$ cat src/rtl/gnn_pkg.sv
// rtl/gnn_pkg.sv - shared constants and state type for the GNN layer stages
package gnn_pkg;

    localparam int SCORE_W     = 21;
    localparam int NUM_CLASSES = 4;
    localparam int NODE_W      = 8;

    typedef enum logic {
        ACCUM = 1'b0,
        HOLD  = 1'b1
    } state_t;

endpackage

$ cat src/rtl/gnn_argmax_out_if.sv
// rtl/gnn_argmax_out_if.sv - score stream in, argmax result out
interface gnn_argmax_out_if #(
    parameter int SCORE_W     = gnn_pkg::SCORE_W,
    parameter int NUM_CLASSES = gnn_pkg::NUM_CLASSES,
    parameter int NODE_W      = gnn_pkg::NODE_W
);
    localparam int IDX_W = $clog2(NUM_CLASSES);

    logic signed [SCORE_W-1:0] score_in;
    logic                      score_valid;
    logic                      score_last;
    logic                      score_ready;
    logic [IDX_W-1:0]          cls_out;
    logic signed [SCORE_W-1:0] max_out;
    logic [NODE_W-1:0]         node_id;
    logic                      len_err;
    logic                      out_valid;
    logic                      out_ready;

    // master is the environment (score producer plus result sink), slave is the block
    modport master (
        output score_in, score_valid, score_last, out_ready,
        input  score_ready, cls_out, max_out, node_id, len_err, out_valid
    );

    modport slave (
        input  score_in, score_valid, score_last, out_ready,
        output score_ready, cls_out, max_out, node_id, len_err, out_valid
    );

endinterface

$ cat src/rtl/gnn_argmax_out.sv
// rtl/gnn_argmax_out.sv - per-node running argmax over layer-2 class scores
module gnn_argmax_out
    import gnn_pkg::*;
#(
    parameter int SCORE_W     = gnn_pkg::SCORE_W,
    parameter int NUM_CLASSES = gnn_pkg::NUM_CLASSES,
    parameter int NODE_W      = gnn_pkg::NODE_W
) (
    input logic         clk,
    input logic         rst_n,
    gnn_argmax_out_if.slave bus
);
    localparam int IDX_W = $clog2(NUM_CLASSES);

    state_t                    state_q, state_d;
    logic [IDX_W-1:0]          cnt_q, run_idx_q, win_idx;
    logic signed [SCORE_W-1:0] run_max_q, win_max;
    logic                      accept, cnt_full, node_end, take;
    logic                      handshake;

    always_ff @(posedge clk or negedge rst_n) begin
        if (!rst_n) begin
            state_q <= ACCUM;
        end else begin
            state_q <= state_d;
        end
    end

    always_comb begin
        state_d = state_q;
        case (state_q)
            ACCUM:   if (node_end)  state_d = HOLD;
            HOLD:    if (handshake) state_d = ACCUM;
            default: state_d = ACCUM;
        endcase
    end

    // Winner including the current beat; the first beat of a node always wins
    always_comb begin
        accept    = bus.score_valid && bus.score_ready && (state_q == ACCUM);
        cnt_full  = (cnt_q == IDX_W'(NUM_CLASSES - 1));
        node_end  = accept && (bus.score_last || cnt_full);
        handshake = (state_q == HOLD) && bus.out_valid && bus.out_ready;
        take      = (cnt_q == '0) || (bus.score_in > run_max_q);
        win_max   = take ? bus.score_in : run_max_q;
        win_idx   = take ? cnt_q : run_idx_q;
    end

    always_ff @(posedge clk or negedge rst_n) begin
        if (!rst_n) begin
            cnt_q           <= '0;
            run_idx_q       <= '0;
            run_max_q       <= '0;
            bus.score_ready <= 1'b0;
            bus.out_valid   <= 1'b0;
            bus.cls_out     <= '0;
            bus.max_out     <= '0;
            bus.node_id     <= '0;
            bus.len_err     <= 1'b0;
        end else begin
            if (accept) begin
                run_max_q <= win_max;
                run_idx_q <= win_idx;
                cnt_q     <= node_end ? '0 : cnt_q + 1'b1;
            end
            if (node_end) begin
                bus.cls_out     <= win_idx;
                bus.max_out     <= win_max;
                bus.len_err     <= (bus.score_last != cnt_full);
                bus.out_valid   <= 1'b1;
                bus.score_ready <= 1'b0;
            end else if (state_q == ACCUM) begin
                bus.score_ready <= 1'b1;
            end
            if (handshake) begin
                bus.out_valid   <= 1'b0;
                bus.score_ready <= 1'b1;
                bus.node_id     <= bus.node_id + 1'b1;
            end
        end
    end

endmodule

$ cat src/flat_wrapper.sv
// flat-port wrapper written by rule: the top's interface ports become plain ports
module gnn_argmax_out_flat import gnn_pkg::*;
#(
    parameter int SCORE_W     = gnn_pkg::SCORE_W,
    parameter int NUM_CLASSES = gnn_pkg::NUM_CLASSES,
    parameter int NODE_W      = gnn_pkg::NODE_W
)
  (clk, rst_n, bus_score_in, bus_score_valid, bus_score_last, bus_out_ready, bus_score_ready, bus_cls_out, bus_max_out, bus_node_id, bus_len_err, bus_out_valid);
  gnn_argmax_out_if #(.SCORE_W(SCORE_W), .NUM_CLASSES(NUM_CLASSES), .NODE_W(NODE_W)) bus_i ();
  input logic clk;
  input logic rst_n;
  input wire logic [$bits(bus_i.score_in)-1:0] bus_score_in;
  input wire logic [$bits(bus_i.score_valid)-1:0] bus_score_valid;
  input wire logic [$bits(bus_i.score_last)-1:0] bus_score_last;
  input wire logic [$bits(bus_i.out_ready)-1:0] bus_out_ready;
  output wire logic [$bits(bus_i.score_ready)-1:0] bus_score_ready;
  output wire logic [$bits(bus_i.cls_out)-1:0] bus_cls_out;
  output wire logic [$bits(bus_i.max_out)-1:0] bus_max_out;
  output wire logic [$bits(bus_i.node_id)-1:0] bus_node_id;
  output wire logic [$bits(bus_i.len_err)-1:0] bus_len_err;
  output wire logic [$bits(bus_i.out_valid)-1:0] bus_out_valid;
  assign bus_i.score_in = bus_score_in;
  assign bus_i.score_valid = bus_score_valid;
  assign bus_i.score_last = bus_score_last;
  assign bus_i.out_ready = bus_out_ready;
  assign bus_score_ready = bus_i.score_ready;
  assign bus_cls_out = bus_i.cls_out;
  assign bus_max_out = bus_i.max_out;
  assign bus_node_id = bus_i.node_id;
  assign bus_len_err = bus_i.len_err;
  assign bus_out_valid = bus_i.out_valid;
  gnn_argmax_out #(.SCORE_W(SCORE_W), .NUM_CLASSES(NUM_CLASSES), .NODE_W(NODE_W)) u_core (.clk(clk), .rst_n(rst_n), .bus(bus_i));
endmodule
$ cat config.mk
export PLATFORM = sky130hd
export DESIGN_NAME = gnn_argmax_out_flat
export DESIGN_NICKNAME = d
export VERILOG_FILES = /design/src/rtl/gnn_pkg.sv /design/src/rtl/gnn_argmax_out_if.sv /design/src/rtl/gnn_argmax_out.sv /design/src/flat_wrapper.sv
export SDC_FILE = /design/constraint.sdc
export NUM_CORES = 1
export LEC_CHECK = 0
export CAP_MARGIN = 20
export CORE_MARGIN = 2
export CORE_UTILIZATION = 40
export DETAILED_ROUTE_END_ITERATION = 7
export DONT_BUFFER_PORTS = 1
export PLACE_DENSITY = 0.56
export SYNTH_ARGS = -nofsm -noshare
export SYNTH_HDL_FRONTEND = slang
export SYNTH_SLANG_ARGS = --single-unit
$ cat constraint.sdc
create_clock -name clk -period 7.98 [get_ports clk]
set_input_delay 0.798 -clock clk [delete_from_list [all_inputs] [get_ports clk]]
set_output_delay 0.798 -clock clk [all_outputs]
set_load 0.05 [all_outputs]
=== After elaboration in Yosys (flattened, before gate mapping) ===
Cells that the tools add are included.

* Add/sub/neg operators: 2
* Magnitude comparators: 1
* Equal/unequal tests: 3
* Multiplexer cells: 11
* Bitwise operators: 1
* Reduce and logical (&&, ||, !) cells: 9

{| class="wikitable"
|+ Operators with widths
! kind !! number
|-
| $gt A21 B21 Y1 || 1
|-
| $mux W21 || 1
|-
| $add A8 B1 Y8 const B || 1
|-
| $mux W1 || 7
|-
| $logic_and A1 B1 Y1 || 5
|-
| $mux W2 || 2
|-
| $ne A3 B3 Y1 const B || 1
|-
| $add A2 B1 Y2 const B || 1
|-
| $eq A2 B2 Y1 const B || 1
|-
| $logic_not A2 Y1 || 1
|-
| $logic_or A1 B1 Y1 || 2
|-
| $pmux W1 S2 || 1
|-
| $reduce_bool A2 Y1 || 1
|-
| $ne A1 B1 Y1 || 1
|-
| $not A1 Y1 || 1
|}

* Register bits after elaboration: 60
* Bits of input ports: 26
* Output and inout port bits: 34
* Logic and storage cells: 37

=== Longest topological paths before layout ===
Gate-level depths: netlist (run 1).

* Depth after elaboration: 5
* Depth in mapped cells: 10
* Gate-level depth less buffers: 8

=== Least setup slack after synthesis (run 1) ===
OpenSTA, ideal clock, no wires.

* Path kind: input to register
* From: in bus_score_in[20]
* To: reg u_core.run_max_q[0]
* Setup time: 0.125 ns
* Data arrival time: 3.057 ns
* Data required time: 7.855 ns
* Slack: 4.799 ns
* Cell stages on the path: 8
* Buffers on the path: 1
* Cell sequence: ha_1 > nand4_1 > or4_1 > a31oi_1 > o22ai_2 > a211oi_4 > buf_6 > mux2_2

* Cells in the longest elaborated chain, start to end: 3

{| class="wikitable"
|+ Ends and longest elaborated chain
! what !! RTL line !! source
|-
| from (decl) || flat_wrapper.sv:12 || <nowiki>input wire logic [$bits(bus_i.score_in)-1:0] bus_score_in;</nowiki>
|-
| $gt A21 B21 Y1 || gnn_argmax_out.sv:44 || <nowiki>take = (cnt_q == '0) || (bus.score_in > run_max_q);</nowiki>
|-
| $logic_or A1 B1 Y1 || gnn_argmax_out.sv:44 ||
|-
| $mux W21 || gnn_argmax_out.sv:45 || <nowiki>win_max = take ? bus.score_in : run_max_q;</nowiki>
|-
| to (signal assigned) || gnn_argmax_out.sv:62 || <nowiki>run_max_q <= win_max;</nowiki>
|-
| to (decl) || gnn_argmax_out.sv:17 || <nowiki>logic signed [SCORE_W-1:0] run_max_q, win_max;</nowiki>
|}

No other way between the ends.
A chain may end at the register's enable or synchronous reset.

=== Worst setup path in the final report (run 1) ===
* From: in bus_score_in[20]
* To: reg u_core.bus.max_out[6]

* Cells in the longest elaborated chain, start to end: 3

{| class="wikitable"
|+ Ends and longest elaborated chain
! what !! RTL line !! source
|-
| $gt A21 B21 Y1 || gnn_argmax_out.sv:44 ||
|-
| $logic_or A1 B1 Y1 || gnn_argmax_out.sv:44 ||
|-
| $mux W21 || gnn_argmax_out.sv:45 ||
|-
| to (signal assigned) || gnn_argmax_out.sv:68 || <nowiki>bus.max_out <= win_max;</nowiki>
|-
| to (decl) || gnn_argmax_out_if.sv:28 || <nowiki>output score_ready, cls_out, max_out, node_id, len_err, out_valid</nowiki>
|}

No other way between the ends.

==> summary.md, run 1 <==
| Metric | Value |
|---|---|
| Drt first pass iters | `4` |
| Pre-CTS setup slack | `3.982 ns` |
| ANT nets after route | `0` |
| Fin nets | `369` |
| Sequential-to-total area share from yosys stat | `44.54%` |
| Max-Cap Viols | `0` |
| Reg power frac | `48.5%` |
| Post-Syn Area | `3371 um^2` |
| Layout area overhead | `9.503%` |
| Final setup TNS | `0 ns` |
| RR Endpoint | `u_core.bus.max_out[6]$_DFFE_PN0P_` |
| Final setup violation count | `0` |
| Cell count after synthesis | `320` |
| Final Cycle Share | `44.98%` |
| Ant. Diodes | `0` |
| CTS sink count | `60` |
| Grt total ovfl | `0` |
| Worst setup SP type | `primary input` |
| Slew Viols, Final | `0` |
| Synthesized flop and latch total | `60` |
| Post-route minimum period | `3.589 ns` |
| Vias post-DR | `2369` |
| Root Driver | `clkbuf_8` |
| Most frequent cells in the layout | `dfrtp_1 (60), nand2_1 (33), inv_1 (27)` |
| R2r worst-path depth | `9` |
| Async S/R FF share, synth | `100.0%` |
| WL met1 | `3274 um` |
| Crit end category | `flop` |
| Placed cells | `412` |
| Placer Congestion | `0.7442` |
| Die Wd | `95.80 um` |
| Starting DRT DRC Count | `101` |
| Number of I/O port buffers | `0` |
| Internal power | `874.7 uW` |
| R2r setup slk | `4.41 ns` |
| Largest net degree at the start of global routing | `69` |
| Share of cells above drive strength 1 | `15.79%` |
| Power density over the cells | `444.9 nW/um^2` |
| Slew HR | `42.68%` |
| Reg2Reg Launch Point | `u_core.run_max_q[20]$_DFFE_PN0P_` |
| Starting Density | `41.23%` |
| Reg clk slew, reported paths | `0.08 ns` |
| Worst EP required | `8.26 ns` |
| Met3 routed WL | `526 um` |
| Die H | `95.80 um` |
| Total Routing Usage GR | `17.59%` |
| Fillers | `796` |
| Yosys warns | `0` |
| Ports | `60` |
| Final hold violations | `0` |
| Final Skew | `0.01371 ns` |
| Inserted Clock Buffers | `9` |
| First-pass GRT wire length | `12300 um` |
| Detailed Route WL | `7392 um` |
| Worst-path fanout max | `23` |
| Highest Signal Layer | `met4` |
| Setup Fix Bufs, Post-CTS | `0` |
| DR DRC count | `0` |
| Peak supply drop | `195.0 uV` |
| Top FF cell, synth | `dfrtp_1` |
| Critical Path AT | `3.87 ns` |
| Clk_lat worst skew | `0.35 ns` |
| Psw | `767.5 uW` |
| Final Instance Count excl. Fillers | `428` |
| Setup slack after layout | `4.391 ns` |
| Detailed placement HPWL | `4882 um` |
| WL per Instance | `17.27 um` |
| Comb power frac | `32.5%` |
| Htree depth | `3` |
| FMAX | `0.2786 GHz` |
| Vias in the first global route | `2439` |
| Vias per cell | `5.535` |
| Worst min-delay path class | `in2async` |
| CTS tree | `done` |
| Avg Cell Area, Syn | `10.53 um^2` |
| Unique cell type count in the Yosys netlist | `36` |
| Leakage | `1.587 nW` |
| Hold_buf cts | `0` |
| Full die area | `9177 um^2` |
| Syn_nets | `371` |
| Met2 Routed Length | `3488 um` |
| # rows | `33` |
| Worst Tran Pin Value | `0.8599 ns` |
| Outcome | `finished, final reports clean` |
| Initial antenna violation count | `0` |
| Crit Path Class | `in2reg` |
| Most common cell after layout, fill and taps aside | `dfrtp_1` |
| Core ar. | `8175 um^2` |
| Switching Share | `46.74%` |
| Longest Clk Path Bufs | `2` |
| Post-cts resize count | `0` |
| Clock power frac | `18.9%` |
| Number of flops mapped to enable cells by yosys | `0` |
| RSZ-0062 raised after global routing | `no` |
[worst max-delay path by stage]
stage | from | to | slack (ns) | cells after the start
after CTS | u_core.run_max_q[20]$_DFFE_PN0P_ | u_core.bus.max_out[6]$_DFFE_PN0P_ | 4.35 | 9
after global routing | u_core.run_max_q[20]$_DFFE_PN0P_ | u_core.bus.max_out[6]$_DFFE_PN0P_ | 4.06 | 9
final | bus_score_in[20] | u_core.bus.max_out[6]$_DFFE_PN0P_ | 4.39 | 8
after floorplan | bus_score_in[20] | u_core.run_max_q[0]$_DFFE_PN0P_ | 4.80 | 8
after global placement | bus_score_in[20] | u_core.run_max_q[14]$_DFFE_PN0P_ | 4.02 | 7
after detailed placement | bus_score_in[20] | u_core.bus.max_out[6]$_DFFE_PN0P_ | 3.98 | 8
[worst max-delay path, cell delays in order]
cell and delay (ns):
ha_1 0.34, or3b_2 0.48, a31oi_1 0.18, o211ai_1 0.16, o22ai_2 0.54, buf_4 0.35, a21o_1 0.72, a311o_1 0.28
[power by group through the flow]
| stage | logic [mW] | clock network, mW | registers [mW] |
|---|---|---|---|
| after floorplan | 0.446 | 0 | 0.772 |
| after global placement | 0.520 | 0 | 0.804 |
| after global routing | 0.602 | 0.337 | 0.819 |
| after detailed placement | 0.537 | 0 | 0.807 |
| final | 0.534 | 0.311 | 0.797 |
| after CTS | 0.541 | 0.322 | 0.801 |
[per-stage QoR]
| stage | power [mW] | instance area (um^2) | utilization, % | hold WS, ns |
|---|---|---|---|---|
| 2_1_floorplan | 1.217 | 3371 | - | 0.4803 |
| 3_3_place_gp | 1.324 | 3452 | 42.23 | 0.4986 |
| 3_5_place_dp | 1.344 | 3467 | 42.41 | 0.4998 |
| 4_1_cts | 1.664 | 3691 | 45.15 | 0.1153 |
| 5_1_grt | 1.758 | 3691 | 45.15 | 0.09616 |
| 6_report | 1.642 | 3691 | 45.15 | 0.1349 |
[cell families after synthesis]
| kind of cell | share of synthesized area [%] |
|---|---|
| flip-flops | 44.54 |
| AND/OR/NAND/NOR | 12.88 |
| multiplexers | 8.352 |
| adder cells (fa/ha/maj) | 9.280 |
| buffers and inverters | 5.605 |
| XOR/XNOR | 1.819 |
| AO/OA/AOI/OAI | 17.52 |
[state kept, by name, indices dropped and copies added (netlist names)]
| signal | cells |
|---|---|
| u_core.bus.cls_out | 2 |
| u_core.cnt_q | 2 |
| u_core.bus.len_err | 1 |
| u_core.run_idx_q | 2 |
| u_core.bus.node_id | 8 |
| u_core.bus.max_out | 21 |
| u_core.bus.out_valid | 1 |
| u_core.state_q | 1 |
| u_core.run_max_q | 21 |
| u_core.bus.score_ready | 1 |
[layer usage]
layer  global-route usage (%)  vias to the layer above
li1                         -                     1160
met1                    22.21                     1143
met2                    27.51                       59
met3                    7.753                        7
met4                    4.762                        0
met5                        0                        -
[cells in the mapped netlist, types with 2 or more instances]
library cell | number | area [um^2]
xnor2_1 | 5 | 43.79
a21oi_1 | 9 | 45.04
buf_2 | 4 | 20.02
nor3_1 | 2 | 10.01
a21o_1 | 2 | 15.01
buf_1 | 2 | 7.510
a31oi_1 | 2 | 12.51
a311o_1 | 23 | 230.2
dfrtp_1 | 60 | 1501
nand2_1 | 33 | 123.9
a211oi_1 | 24 | 180.2
mux2_2 | 25 | 281.5
ha_1 | 25 | 312.8
nand3_1 | 7 | 35.03
xor2_1 | 2 | 17.52
o21bai_1 | 2 | 15.01
nor2b_1 | 25 | 156.4
clkbuf_1 | 10 | 37.54
o21ai_0 | 6 | 30.03
buf_6 | 2 | 22.52
inv_1 | 27 | 101.4
nand4_1 | 6 | 37.54
nor2_1 | 4 | 15.01
[area by class of cell]
| type | instances | area, um^2 | area share, % |
|---|---|---|---|
| timing repair buffer | 5 | 45.04 | 1.220 |
| clock inverter | 7 | 100.1 | 2.712 |
| sequential | 60 | 1501 | 40.68 |
| multi-input combinational | 215 | 1688 | 45.73 |
| tap | 105 | 131.4 | 3.559 |
| clock buffer | 9 | 123.9 | 3.356 |
| inverter | 27 | 101.3 | 2.746 |
No activity file was read; power rests on OpenSTA's default activity.
==> run 2: changes to the inputs <==
--- a/config.mk
+++ b/config.mk
@@ -10,7 +10,7 @@
 export CORE_UTILIZATION = 40
 export DETAILED_ROUTE_END_ITERATION = 7
 export DONT_BUFFER_PORTS = 1
-export PLACE_DENSITY = 0.56
+export PLACE_DENSITY = 0.58
 export SYNTH_ARGS = -nofsm -noshare
 export SYNTH_HDL_FRONTEND = slang
 export SYNTH_SLANG_ARGS = --single-unit
==> constraint.sdc (replaced) <==
create_clock -name clk -period 3.3 [get_ports clk]
set_input_delay 0.33 -clock clk [delete_from_list [all_inputs] [get_ports clk]]
set_output_delay 0.33 -clock clk [all_outputs]
set_load 0.05 [all_outputs]
==> run 2 against run 1 <==
  * Clock skew down 0.0083 ns
  * Sequential power up 140%
  * Final area up 2.7%
  * Worst setup slack worse by 4.2 ns
  * First-iteration DRC count up 58%
  * Die area unchanged
  * Via count up 1.7%
  * Non-clock buffer count up 8
  * Highest routed layer unchanged
  * Global-route usage up 0.19 points
  * Wire length up 2.2%
==> summary.md, run 2 (synthesis gave the netlist of run 1 again) <==
| Metric | Value |
|---|---|
| Total Power | `4.060 mW` |
| Power density over the cells | `1071 nW/um^2` |
| Outcome | `finished, final reports clean` |
| Largest net degree at the start of global routing | `70` |
| # rows | `33` |
| Leakage | `1.627 nW` |
| Worst Tran Pin Value | `0.5709 ns` |
| ANT nets after route | `0` |
| Family with the most delay on the worst path | `compound AO/OA/AOI/OAI gates` |
| Crit end category | `flop` |
| Top Registers | `u_core.bus.max_out: 21 flops, u_core.run_max_q: 21 flops, u_core.bus.node_id: 8 flops` |
| Internal power | `2.170 mW` |
| Detailed placement HPWL | `5218 um` |
| Crit path from | `u_core.run_max_q[20]$_DFFE_PN0P_` |
| Crit Path Class | `reg2reg` |
| Most common cell after layout, fill and taps aside | `dfrtp_1` |
| Htree depth | `3` |
| Ports | `60` |
| Most frequent cells in the layout | `dfrtp_1 (60), nand2_1 (33), inv_1 (27)` |
| Worst min-delay path class | `in2reg` |
| Final hold violations | `0` |
| Final Skew | `0.005372 ns` |
| Global Route met3 Usage | `5.717%` |
| Die Wd | `95.80 um` |
| Inserted Clock Buffers | `9` |
| GR Util met2 | `28.32%` |
| Final setup violation count | `0` |
| Core ar. | `8175 um^2` |
| Full die area | `9177 um^2` |
| Reg clk slew, reported paths | `0.07 ns` |
| Clk_lat worst skew | `0.35 ns` |
| RSZ-0062 raised after global routing | `no` |
| Fillers | `786` |
| Worst setup SP type | `flop` |
| RR Endpoint | `u_core.run_max_q[20]$_DFFE_PN0P_` |
| Post-layout instance area | `3791 um^2` |
| Max stage delay on crit path | `0.56 ns` |
| Share of cells above drive strength 1 | `17.52%` |
| Root Driver | `clkbuf_8` |
| Die H | `95.80 um` |
| Ant. Diodes | `0` |
| Worst EP required | `3.53 ns` |
| Post-DP Area | `3530 um^2` |
| Comb power frac | `34.1%` |
| Reg2Reg Launch Point | `u_core.run_max_q[20]$_DFFE_PN0P_` |
| Final setup TNS | `0 ns` |
| Starting Density | `41.23%` |
| Peak supply drop | `627.0 uV` |
| Register area | `1501 um^2` |
| Total Routing Usage GR | `17.78%` |
| Max-Cap Viols | `0` |
| Initial antenna violation count | `0` |
| Psw | `1.890 mW` |
| Switching Share | `46.56%` |
| Final Cycle Share | `94.05%` |
| Longest Clk Path Bufs | `2` |
| Number of I/O port buffers | `0` |
| Clock power frac | `18.4%` |
| CP Cell Sequence | `inv_1 -> ha_1 -> nand4_1 -> or4_1 -> a31oi_1 -> o22ai_2 -> a211oi_4 -> buf_4 -> mux2_2` |
| Vias post-DR | `2409` |
| Reg power frac | `47.5%` |
| Layout area overhead | `12.47%` |
| Grt total ovfl | `0` |
| R2r worst-path depth | `9` |
| Crit path to | `u_core.run_max_q[20]$_DFFE_PN0P_` |
| Drt first pass iters | `4` |
| Worst-path fanout max | `11` |
| DR DRC count | `0` |
| Crit path depth | `9` |
| R2r setup slk | `0.20 ns` |
| Detailed Route WL | `7551 um` |
| Fin nets | `377` |
| Slew Viols, Final | `0` |
| Slew HR | `61.94%` |
| First-pass GRT wire length | `12230 um` |
| M1 GR Usage | `22.24%` |
| Vias in the first global route | `2471` |
| FMAX | `0.3222 GHz` |
| Critical Path AT | `3.33 ns` |
| Placer Congestion | `0.7603` |
| Buffers and inverters on the worst path | `2` |
| Setup Fix Bufs, Post-CTS | `0` |
| CTS sink count | `60` |
| WL per Instance | `17.32 um` |
| Slowest-stage cell, CP | `or4_1` |
| Area taken by multi-input logic gates | `1688 um^2` |
| Layout Utilization | `46.37%` |
| Starting DRT DRC Count | `160` |
| GR peak layer | `met2` |
| Vias per cell | `5.525` |
| Post-route minimum period | `3.104 ns` |
| CTS tree | `done` |
==> run 2: cell count changes in the layout (fill, tap and decap cells not counted) <==
cell | previous run | this run
buf_12 | 0 | 2
buf_16 | 0 | 1
buf_4 | 4 | 9
buf_8 | 1 | 0
clkinv_2 | 1 | 0
clkinv_4 | 3 | 1
clkinvlp_4 | 0 | 3
dlygate4sd3_1 | 0 | 1
==> run 2: worst register-to-register path, cell delays in order (launching register included) <==
cell and delay, ns:
dfrtp_1 0.37, inv_1 0.05, ha_1 0.37, nand4_1 0.15
or4_1 0.56, a31oi_1 0.20, o22ai_2 0.21, a211oi_4 0.47
buf_4 0.25, mux2_2 0.35
==> run 2: layer usage <==
layer,wire (um),vias to the layer above
met3,421,11
met2,3649,41
met5,0,-
li1,-,1173
met4,102,0
met1,3377,1184
==> run 2: timing repair <==
action / CTS / global route
hold buffers: 2 / 0
endpoints found under the hold margin: 60 / 0
gates resized for setup: 0 / 0
endpoints found under the setup margin: 0 / 13
==> run 2: final cells by class <==
class / count / area share (%)
Timing Repair Buffer: 13 / 3.828
Clock inverter: 7 / 2.640
Sequential cell: 60 / 39.60
Tap cell: 105 / 3.465
Multi-Input combinational cell: 215 / 44.52
Clock buffer: 9 / 3.267
Inverter: 27 / 2.673
==> run 2: worst min path at each step <==
stage,cells past startpoint,from,slack [ns],to
after global routing,1,bus_score_in[3],0.11,u_core.run_max_q[3]$_DFFE_PN0P_
final,1,bus_score_in[16],0.13,u_core.run_max_q[16]$_DFFE_PN0P_
after global placement,0,rst_n,0.04,u_core.bus.max_out[3]$_DFFE_PN0P_
after detailed placement,0,rst_n,0.04,u_core.bus.max_out[3]$_DFFE_PN0P_
after floorplan,0,rst_n,0.03,u_core.bus.cls_out[0]$_DFFE_PN0P_
after CTS,1,bus_score_in[17],0.11,u_core.run_max_q[17]$_DFFE_PN0P_
==> run 2: power groups by stage <==
stage	clock network (mW)	logic (mW)	registers [mW]
after global placement	0	1.34	1.94
after floorplan	0	1.08	1.87
final	0.747	1.39	1.93
after detailed placement	0	1.37	1.95
after CTS	0.772	1.40	1.93
after global routing	0.800	1.56	1.98
==> run 2: stage by stage <==
step / hold WS, ns / setup WS [ns] / cells
after global placement: 0.03704 / 0.3357 / 418
after CTS: 0.1072 / 0.1581 / 436
after floorplan: 0.03441 / 0.5405 / 320
after global routing: 0.1108 / 0.002596 / 436
after detailed placement: 0.03656 / 0.1707 / 418
final: 0.1302 / 0.1963 / 436
==> run 3: changes to the inputs <==
==> constraint.sdc (replaced) <==
create_clock -name clk -period 3.3 [get_ports clk]
set_input_delay 0.33 -clock clk [delete_from_list [all_inputs] [get_ports clk]]
set_output_delay 0.33 -clock clk [all_outputs]
set_load 0.005 [all_outputs]
==> run 3 against run 2 <==
  * Flip-flop and latch count stayed put
  * Wire length is 0.97% lower
  * Worst setup slack better by 0.080 ns
  * Largest cell class unchanged
  * Worst hold slack better by 0.011 ns
  * Die area stayed put
  * Global-route usage is 0.11 points higher
==> summary.md, run 3 (synthesis gave the netlist of run 1 again) <==
| Metric | Value |
|---|---|
| # rows | `33` |
| Placer Congestion | `0.7926` |
| CTS sink count | `60` |
| Worst min-delay path class | `in2reg` |
| Layout area overhead | `13.29%` |
| Full die area | `9177 um^2` |
| Crit path from | `u_core.run_max_q[20]$_DFFE_PN0P_` |
| Htree depth | `3` |
| Peak supply drop | `313.8 uV` |
| Vias in the first global route | `2513` |
| Root Driver | `clkbuf_8` |
| Critical Path AT | `3.24 ns` |
| Final hold violations | `0` |
| Number of I/O port buffers | `0` |
| Crit path to | `u_core.run_max_q[4]$_DFFE_PN0P_` |
| Largest net degree at the start of global routing | `61` |
| Final Cycle Share | `91.62%` |
| Vias post-DR | `2368` |
| Worst setup SP type | `flop` |
| Clk_lat worst skew | `0.34 ns` |
| Share of cells above drive strength 1 | `18.02%` |
| DR DRC count | `0` |
| Longest Clk Path Bufs | `2` |
| Hold_buf cts | `2` |
| First-pass GRT wire length | `12650 um` |
| Crit Path Class | `reg2reg` |
| Reg2Reg Launch Point | `u_core.run_max_q[20]$_DFFE_PN0P_` |
| Max-Cap Viols | `0` |
| Post-layout instance area | `3819 um^2` |
| Slew Viols, Final | `0` |
| FMAX | `0.3308 GHz` |
| Fin nets | `379` |
| Ant. Diodes | `0` |
| RR Endpoint | `u_core.run_max_q[4]$_DFFE_PN0P_` |
| Starting Density | `41.23%` |
| Fillers | `765` |
| R2r setup slk | `0.28 ns` |
| Worst EP required | `3.52 ns` |
| Initial antenna violation count | `0` |
| Inserted Clock Buffers | `9` |
| Reg clk slew, reported paths | `0.07 ns` |
| ANT nets after route | `0` |
| Setup Fix Bufs, Post-CTS | `0` |
| Total Routing Usage GR | `17.89%` |
| Reg power frac | `37.8%` |
| Final setup violation count | `0` |
| Final setup TNS | `0 ns` |
| Top Registers | `u_core.bus.max_out: 21 flops, u_core.run_max_q: 21 flops, u_core.bus.node_id: 8 flops` |
| Starting DRT DRC Count | `135` |
| Post-route minimum period | `3.023 ns` |
| Most frequent cells in the layout | `dfrtp_1 (60), nand2_1 (33), inv_1 (27)` |
| Outcome | `finished, final reports clean` |
| Post-cts resize count | `0` |
| Clock power frac | `23.2%` |
| Ports | `60` |
| WL per Instance | `17.07 um` |
| Slew HR | `68.45%` |
| Final Skew | `0.009677 ns` |
| Worst-path fanout max | `7` |
| Detailed placement HPWL | `5147 um` |
| RSZ-0062 raised after global routing | `no` |
| Crit end category | `flop` |
| Leakage | `1.654 nW` |
| Worst Tran Pin Value | `0.4732 ns` |
| Core ar. | `8175 um^2` |
| Power density over the cells | `931.2 nW/um^2` |
| Detailed Route WL | `7478 um` |
| Psw | `1.277 mW` |
| Die Wd | `95.80 um` |
| Post-DP Area | `3532 um^2` |
| Vias per cell | `5.406` |
| Switching Share | `35.91%` |
| Die H | `95.80 um` |
| Grt total ovfl | `0` |
| Comb power frac | `39.0%` |
| Drt first pass iters | `4` |
| CTS tree | `done` |
| Internal power | `2.279 mW` |
| Most common cell after layout, fill and taps aside | `dfrtp_1` |
| R2r worst-path depth | `9` |
| Hold depth | `1` |
run 3: cell types whose count changed in the layout (fill, tap and decap cells not counted), sizes merged:
cell,delta
inv,-1
clkbuf,+1
bufinv,+1
buf,+2
clkinvlp,-2
clkinv,+1
run 3: worst min path at each step:
stage | to | start
after floorplan | u_core.bus.cls_out[0]$_DFFE_PN0P_ | rst_n
after CTS | u_core.run_max_q[2]$_DFFE_PN0P_ | bus_score_in[2]
after detailed placement | u_core.bus.max_out[2]$_DFFE_PN0P_ | rst_n
after global routing | u_core.run_max_q[18]$_DFFE_PN0P_ | bus_score_in[18]
final | u_core.run_max_q[2]$_DFFE_PN0P_ | bus_score_in[2]
after global placement | u_core.bus.max_out[2]$_DFFE_PN0P_ | rst_n
run 3: worst max-delay path, cell delays in order (launching register included):
cell	delay, ns
dfrtp_1	0.37
inv_1	0.05
ha_1	0.36
nand4_1	0.13
or4_1	0.55
a31oi_1	0.22
o22ai_2	0.15
a211oi_4	0.46
buf_4	0.25
mux2_2	0.34
run 3: metrics by stage:
step                utilization, %  hold WS, ns  total power [mW]  std cells  worst slack (ns)
finish                       46.71       0.1408             3.556        438            0.2767
global placement             43.20      0.03731             2.705        420            0.4300
detailed placement           43.20      0.03616             2.728        420            0.2641
global route                 46.71       0.1256             3.838        438           0.05500
floorplan                        -      0.03441             2.357        320            0.5405
CTS                          46.71       0.1194             3.597        438            0.2521
run 3: routing by layer:
layer  part of all wire, %  vias to the layer above  routed length [um]  global-route usage, %
li1                      -                     1170                   -                      -
met1                    47                     1147                3503                  23.39
met2                    47                       46                3523                  28.67
met3                   5.2                        5                 389                  4.933
met4                  0.82                        0                  61                  6.071
met5                     0                        -                   0                      0
run 3: power by group through the flow:
stage | logic (mW) | registers, mW | clock network [mW]
2_1_floorplan | 1.08 | 1.28 | 0
3_3_place_gp | 1.35 | 1.36 | 0
3_5_place_dp | 1.36 | 1.36 | 0
4_1_cts | 1.40 | 1.35 | 0.847
5_1_grt | 1.56 | 1.40 | 0.878
6_report | 1.39 | 1.35 | 0.825
run 3: cell type report:
class	count	area [um^2]	share of cell area (%)
Clock buffer	10	137.6	3.604
Clock inverter	6	111.4	2.916
Inverter	27	101.3	2.654
Multi-Input combinational cell	215	1688	44.20
Sequential cell	60	1501	39.32
Tap cell	105	131.4	3.440
Timing Repair Buffer	15	147.6	3.866
